**src/rtl/matmul_result_drain_if.sv**
```systemverilog
// Result stream bus between the drain block and its sink.
//   master: drives out_data/out_valid/out_row/out_col/out_row_last/out_last, samples out_ready
//   slave : the sink side, drives out_ready
interface matmul_result_drain_if #(
  parameter int unsigned ACC_WIDTH = 16
);
  logic [ACC_WIDTH-1:0] out_data;
  logic                 out_valid;
  logic                 out_ready;
  logic [2:0]           out_row;
  logic [2:0]           out_col;
  logic                 out_row_last;
  logic                 out_last;

  modport master (
    output out_data, out_valid, out_row, out_col, out_row_last, out_last,
    input  out_ready
  );

  modport slave (
    input  out_data, out_valid, out_row, out_col, out_row_last, out_last,
    output out_ready
  );
endinterface

```
**src/rtl/matmul_result_drain.sv**
```systemverilog
// Snapshots an 8x8 matrix-multiply result on the rising edge of done_in and
// streams it out row-major, one element per valid/ready transfer.
//   clk, reset      : clock, asynchronous active-high reset
//   done_in         : completion level from the multiplier (rising edge = capture)
//   C_matrix        : flattened result, element k at [k*ACC_WIDTH +: ACC_WIDTH]
//   busy            : high while streaming
//   overrun         : sticky, set by a capture that arrives mid-stream
//   clear_err       : clears overrun (a simultaneous set wins)
//   drain           : result stream (data, valid/ready, row/col, row_last, last)
module matmul_result_drain #(
  parameter int unsigned ACC_WIDTH = 16
) (
  input  logic                      clk,
  input  logic                      reset,
  input  logic                      done_in,
  input  logic [ACC_WIDTH*64-1:0]   C_matrix,
  output logic                      busy,
  output logic                      overrun,
  input  logic                      clear_err,
  matmul_result_drain_if.master     drain
);

  localparam int unsigned NUM_ELEM = 64;
  localparam int unsigned IDX_W    = 6;
  localparam logic [IDX_W-1:0] LAST_IDX = IDX_W'(NUM_ELEM - 1);

  typedef enum logic {
    IDLE,
    STREAM
  } state_e;

  state_e               state_q, state_d;
  logic [IDX_W-1:0]     idx_q, idx_d;
  logic                 done_q, done_d;
  logic                 overrun_q, overrun_d;
  logic [ACC_WIDTH-1:0] data_q, data_d;
  logic                 row_last_q, row_last_d;
  logic                 last_q, last_d;
  logic [ACC_WIDTH-1:0] snap_q [NUM_ELEM];
  logic [ACC_WIDTH-1:0] snap_d [NUM_ELEM];

  logic capture_c;
  logic xfer_c;
  logic load_c;
  logic ovr_set_c;

  assign capture_c = done_in & ~done_q;
  assign xfer_c    = (state_q == STREAM) & drain.out_ready;

  // Next-state, index, snapshot load and registered output values.
  always_comb begin
    state_d   = state_q;
    idx_d     = idx_q;
    done_d    = done_in;
    snap_d    = snap_q;
    load_c    = 1'b0;
    ovr_set_c = 1'b0;

    case (state_q)
      IDLE: begin
        if (capture_c) begin
          load_c  = 1'b1;
          idx_d   = '0;
          state_d = STREAM;
        end
      end
      STREAM: begin
        if (xfer_c && (idx_q == LAST_IDX)) begin
          idx_d = '0;
          // A capture landing on the final transfer chains straight into a new stream.
          if (capture_c) begin
            load_c = 1'b1;
          end else begin
            state_d = IDLE;
          end
        end else begin
          if (xfer_c) begin
            idx_d = idx_q + IDX_W'(1);
          end
          if (capture_c) begin
            ovr_set_c = 1'b1;
          end
        end
      end
      default: state_d = IDLE;
    endcase

    if (load_c) begin
      for (int unsigned k = 0; k < NUM_ELEM; k++) begin
        snap_d[k] = C_matrix[k*ACC_WIDTH +: ACC_WIDTH];
      end
    end

    // On a load idx_d is 0, so the first element comes straight from the input.
    if (state_d == STREAM) begin
      data_d = load_c ? C_matrix[ACC_WIDTH-1:0] : snap_q[idx_d];
    end else begin
      data_d = '0;
    end
    row_last_d = (state_d == STREAM) && (idx_d[2:0] == 3'd7);
    last_d     = (state_d == STREAM) && (idx_d == LAST_IDX);

    if (ovr_set_c) begin
      overrun_d = 1'b1;
    end else if (clear_err) begin
      overrun_d = 1'b0;
    end else begin
      overrun_d = overrun_q;
    end
  end

  // Control and output registers.
  always_ff @(posedge clk or posedge reset) begin
    if (reset) begin
      state_q    <= IDLE;
      idx_q      <= '0;
      done_q     <= 1'b0;
      overrun_q  <= 1'b0;
      data_q     <= '0;
      row_last_q <= 1'b0;
      last_q     <= 1'b0;
    end else begin
      state_q    <= state_d;
      idx_q      <= idx_d;
      done_q     <= done_d;
      overrun_q  <= overrun_d;
      data_q     <= data_d;
      row_last_q <= row_last_d;
      last_q     <= last_d;
    end
  end

  // Snapshot storage; contents are irrelevant until the next capture, so no reset.
  always_ff @(posedge clk) begin
    snap_q <= snap_d;
  end

  assign drain.out_valid    = (state_q == STREAM);
  assign drain.out_data     = data_q;
  assign drain.out_row      = idx_q[5:3];
  assign drain.out_col      = idx_q[2:0];
  assign drain.out_row_last = row_last_q;
  assign drain.out_last     = last_q;
  assign busy               = (state_q == STREAM);
  assign overrun            = overrun_q;

endmodule

```
**src/flat_wrapper.sv**
```systemverilog
// flat-port wrapper written by rule: the top's interface ports become plain ports
module matmul_result_drain_flat 
#(
  parameter int unsigned ACC_WIDTH = 16
)
  (clk, reset, done_in, C_matrix, busy, overrun, clear_err, drain_out_data, drain_out_valid, drain_out_row, drain_out_col, drain_out_row_last, drain_out_last, drain_out_ready);
  matmul_result_drain_if #(.ACC_WIDTH(ACC_WIDTH)) drain_i ();
  input  logic clk;
  input  logic reset;
  input  logic done_in;
  input  logic [ACC_WIDTH*64-1:0] C_matrix;
  output logic busy;
  output logic overrun;
  input  logic clear_err;
  output wire logic [$bits(drain_i.out_data)-1:0] drain_out_data;
  output wire logic [$bits(drain_i.out_valid)-1:0] drain_out_valid;
  output wire logic [$bits(drain_i.out_row)-1:0] drain_out_row;
  output wire logic [$bits(drain_i.out_col)-1:0] drain_out_col;
  output wire logic [$bits(drain_i.out_row_last)-1:0] drain_out_row_last;
  output wire logic [$bits(drain_i.out_last)-1:0] drain_out_last;
  input wire logic [$bits(drain_i.out_ready)-1:0] drain_out_ready;
  assign drain_out_data = drain_i.out_data;
  assign drain_out_valid = drain_i.out_valid;
  assign drain_out_row = drain_i.out_row;
  assign drain_out_col = drain_i.out_col;
  assign drain_out_row_last = drain_i.out_row_last;
  assign drain_out_last = drain_i.out_last;
  assign drain_i.out_ready = drain_out_ready;
  matmul_result_drain #(.ACC_WIDTH(ACC_WIDTH)) u_core (.clk(clk), .reset(reset), .done_in(done_in), .C_matrix(C_matrix), .busy(busy), .overrun(overrun), .clear_err(clear_err), .drain(drain_i));
endmodule
```
**config.mk**
```make
export PLATFORM = sky130hd
export DESIGN_NAME = matmul_result_drain_flat
export DESIGN_NICKNAME = d
export VERILOG_FILES = /design/src/rtl/matmul_result_drain_if.sv /design/src/rtl/matmul_result_drain.sv /design/src/flat_wrapper.sv
export SDC_FILE = /design/constraint.sdc
export NUM_CORES = 1
export LEC_CHECK = 0
export CORE_AREA = 2 2 416 418
export CTS_CLUSTER_SIZE = 30
export DETAILED_ROUTE_END_ITERATION = 12
export DIE_AREA = 0 0 418 420
export GPL_ROUTABILITY_DRIVEN = 0
export SLEW_MARGIN = 25
export SYNTH_ARGS = -nofsm -noshare
export SYNTH_HDL_FRONTEND = slang
export SYNTH_SLANG_ARGS = --single-unit
```
**constraint.sdc**
```tcl
create_clock -name clk -period 29.3 [get_ports clk]
set_input_delay 5.86 -clock clk [delete_from_list [all_inputs] [get_ports clk]]
set_output_delay 5.86 -clock clk [all_outputs]
set_load 0.1 [all_outputs]
```
==> results.md <==
- Status: completed
- Total Power Consumption: 4550 uW
- Worst Path Required: 29.68 ns
- Max FO, Critical Path: 87
- Site row count: 152
- Sink Count: 1051
- Starting density of the core: 0.243
- Core area: 171000 um2
- Insertion delay to the later sink of the worst-skew pair: 0.80 ns
- GR Util All Layers: 0.213
- Largest stage delay on the critical path: 0.92 ns
- GRT met1 Usage: 0.256
- Max_slew headroom: 0.277
- Die Width: 418 um
- Ys Warns: 0
- CTS tree: done
- RR Startpoint: u_core.idx_q[0]$_DFF_PP0_
- Deepest clock path buffer count: 3
- Unrepaired setup endpoints after global routing: false
- Hold path start: u_core.overrun$_DFFE_PP0P_
- Gates resized, CTS repair: 0
- Vias: 30600
- Hold path endpoint: u_core.overrun$_DFFE_PP0P_
- Fraction of layout instances using a drive strength above 1: 0.0831
- Min Tclk post-route: 11.61 ns
- Drt total wl: 195000 um
- Via density: 4.89
- WHS: 0.551 ns
- Pleak: 0.0194 uW
- Final Hold Viols: 0
- Cts bufs inserted: 119
- Initial antenna violation count: 59
- Crit path max-delay cell type: buf_4
- Critical Path AT: 11.99 ns
- Fin util: 0.343
- # DRC: 0
- Routed Antenna Nets: 0
- Reg2reg setup slack: 22.22 ns
- Setup violators final: 0
- Min-Delay Path Depth: 2
- GR peak layer: met2
- I/O pin cnt: 1056
- CTS Hold Bufs: 0
- Post-synth EDFFs: 1024
- Async SR Flop Fraction: 0.0257
- Area added between synthesis and finish: 41.5%
- GRT met2 Usage: 0.367
- Worst Setup Path Type: input port to register
- Die area: 176000 um2
- Hpwl dp: 146000 um
- Die Y: 420 um
- Fillers: 16600
- Total grt overflow: 0
- Most Frequent Cell on Critical Path: buf_4
- Crit-path cells: clkdlybuf4s50_1, nand4_1, nor2_1, nor2_1, nor2_4, buf_6, buf_4, buf_6, buf_4, buf_4
- Nature of the critical path startpoint: input port
- Final non-filler cell area: 58700 um2
- Sequential area share after synthesis: 0.757
- Worst R2R Path Depth: 10
- Hold Crit Class: register to register
- Clk slew on worst S/H paths: 0.06 ns
- Peak supply drop: 65.9 uV
- H-Tree Depth: 3
- Cell Pwr Density: 77.4 nW/um2
- First-pass GRT wire length: 255000 um
- Number of global-route vias before repair: 30300
- Initial DRC count: 3580
- Total setup buffers inserted after CTS: 0
- Crit. End Element: register
- Routing usage on met3: 0.0451
- Mapped Avg Cell Area: 14.5 um2
- Number of synthesized register bits: 1051
- Clock Tree Root: clkbuf_16
- Total negative slack: 0 ns
- Post-Syn Instances: 2857
- Area after DPL: 54700 um2
- Pre-antenna DRT Iters: 6
- Pins Over Slew Limit: 0
- Post-Syn Area: 41500 um2
- Ratio of final minimum period to clock period: 0.396
- Largest net degree at the start of global routing: 172
- Synthesized Nets: 3887
- Fmax: 86.1 MHz
- RR Endpoint: u_core.snap_q[475]$_DFFE_PP_
- Routed len/inst: 31.2 um
- Tightest Pin Transition: 1.08 ns
- Number of max-cap violations: 0
- Port bufs: 1055
- Final clock skew: 0.0660 ns
- Dominant synthesized flop cell: edfxtp_1
- Synth cell types: 50
- Nets: 4919
cell families after synthesis:
family,count (synthesis),share of synthesized area
fa+ha+maj,1,0.000301
compound gates,529,0.0896
flops,1051,0.757
simple gates,1017,0.111
buf+inv,225,0.0239
mux,34,0.0178
power breakdown:
group	internal (uW)	switching, uW	leakage (uW)
registers	1670	28.1	0.00952
logic	409	953	0.00807
clock network	843	649	0.00184
per-stage QoR:
step	setup WS, ns	instances
6_report	17.69	6261
5_1_grt	17.28	6248
4_1_cts	17.44	6214
3_5_place_dp	16.62	6000
3_3_place_gp	16.49	5995
2_1_floorplan	8.64	2857
placed cells by master, fill, tap and decap left out, types with 4 or more instances in the layout:
master	n
a311oi_1	20
buf_2	8
a2111o_1	15
nand4_1	48
a31oi_1	111
bufinv_16	10
a2111oi_2	9
inv_6	8
and3_1	118
buf_16	4
a32oi_1	16
buf_12	5
buf_6	7
clkbuf_1	28
o21ai_0	61
o2111ai_1	16
a21oi_1	65
buf_4	72
clkinv_2	12
clkdlybuf4s50_1	1033
edfxtp_1	1024
a211oi_1	113
nand3_1	265
mux4_2	32
diode_2	46
o22ai_1	17
clkinvlp_4	5
a2bb2oi_1	16
clkinv_1	22
o21bai_1	16
nand2_1	560
nor2_1	5
clkbuf_16	120
dfrtp_1	27
a2111oi_1	4
a221oi_1	30
area by class of cell:
| cell class | instances | area, um2 | share of cell area |
|---|---|---|---|
| Clock inverter | 66 | 718 | 0.0122 |
| Sequential cell | 1051 | 31400 | 0.535 |
| Antenna cell | 46 | 115 | 0.00196 |
| Tap cell | 2233 | 2790 | 0.0476 |
| Clock buffer | 148 | 3110 | 0.0529 |
| Inverter | 7 | 52.6 | 0.000895 |
| Timing Repair Buffer | 1129 | 11200 | 0.191 |
| Multi-Input combinational cell | 1581 | 9300 | 0.158 |
synthesized netlist by cell type (2+ instances only):
master | number | share of area
a211oi_1 | 114 | 0.021
nand3_1 | 266 | 0.032
nor2_1 | 10 | 0.00090
mux4_2 | 32 | 0.017
a311oi_1 | 21 | 0.0044
clkbuf_1 | 125 | 0.011
buf_1 | 10 | 0.00090
nand2_1 | 562 | 0.051
nand4_1 | 48 | 0.0072
inv_1 | 6 | 0.00054
buf_4 | 12 | 0.0022
o22ai_1 | 17 | 0.0026
a21oi_1 | 65 | 0.0078
a32oi_1 | 16 | 0.0034
a31oi_1 | 113 | 0.017
nand2b_1 | 2 | 0.00030
a221oi_1 | 30 | 0.0063
a2bb2oi_1 | 17 | 0.0036
buf_6 | 2 | 0.00054
dfrtp_1 | 27 | 0.016
and3_1 | 120 | 0.018
o21bai_1 | 16 | 0.0029
o41ai_1 | 2 | 0.00042
buf_2 | 69 | 0.0083
o211ai_1 | 3 | 0.00054
o2111ai_1 | 16 | 0.0034
mux2i_1 | 2 | 0.00048
edfxtp_1 | 1024 | 0.74
a2111oi_0 | 15 | 0.0032
a2111o_1 | 15 | 0.0041
o21ai_0 | 61 | 0.0074
worst max path at each step:
stage	cells past startpoint	startpoint	end	slack, ns
6_report	10	drain_out_ready	u_core.snap_q[475]$_DFFE_PP_	17.69
2_1_floorplan	7	drain_out_ready	u_core.snap_q[0]$_DFFE_PP_	8.64
5_1_grt	10	drain_out_ready	u_core.snap_q[460]$_DFFE_PP_	17.28
3_5_place_dp	10	drain_out_ready	u_core.snap_q[333]$_DFFE_PP_	16.62
4_1_cts	10	drain_out_ready	u_core.snap_q[471]$_DFFE_PP_	17.44
3_3_place_gp	10	drain_out_ready	u_core.snap_q[346]$_DFFE_PP_	16.49
per-layer routing:
layer  up-vias  routed length (um)  share of wire
li1      13300                   -              -
met3       326               14200          0.073
met1     15400               74000           0.38
met4        20                8300          0.042
met5         -                 138        0.00071
met2      1619               98700           0.51
sequential cells by signal, summed over array words and instances, names as in the netlist:
name                       flops
u_core.drain.out_row_last      1
u_core.snap_q               1024
u_core.overrun                 1
u_core.done_q                  1
u_core.drain.out_last          1
u_core.idx_q                   6
u_core.drain.out_data         16
u_core.busy                    1
worst max-delay path, delay by kind of cell:
kind | cells | cell delay [ns]
simple gates | 4 | 1.27
buf+inv | 6 | 4.63
No activity file was read; power rests on OpenSTA's default activity.
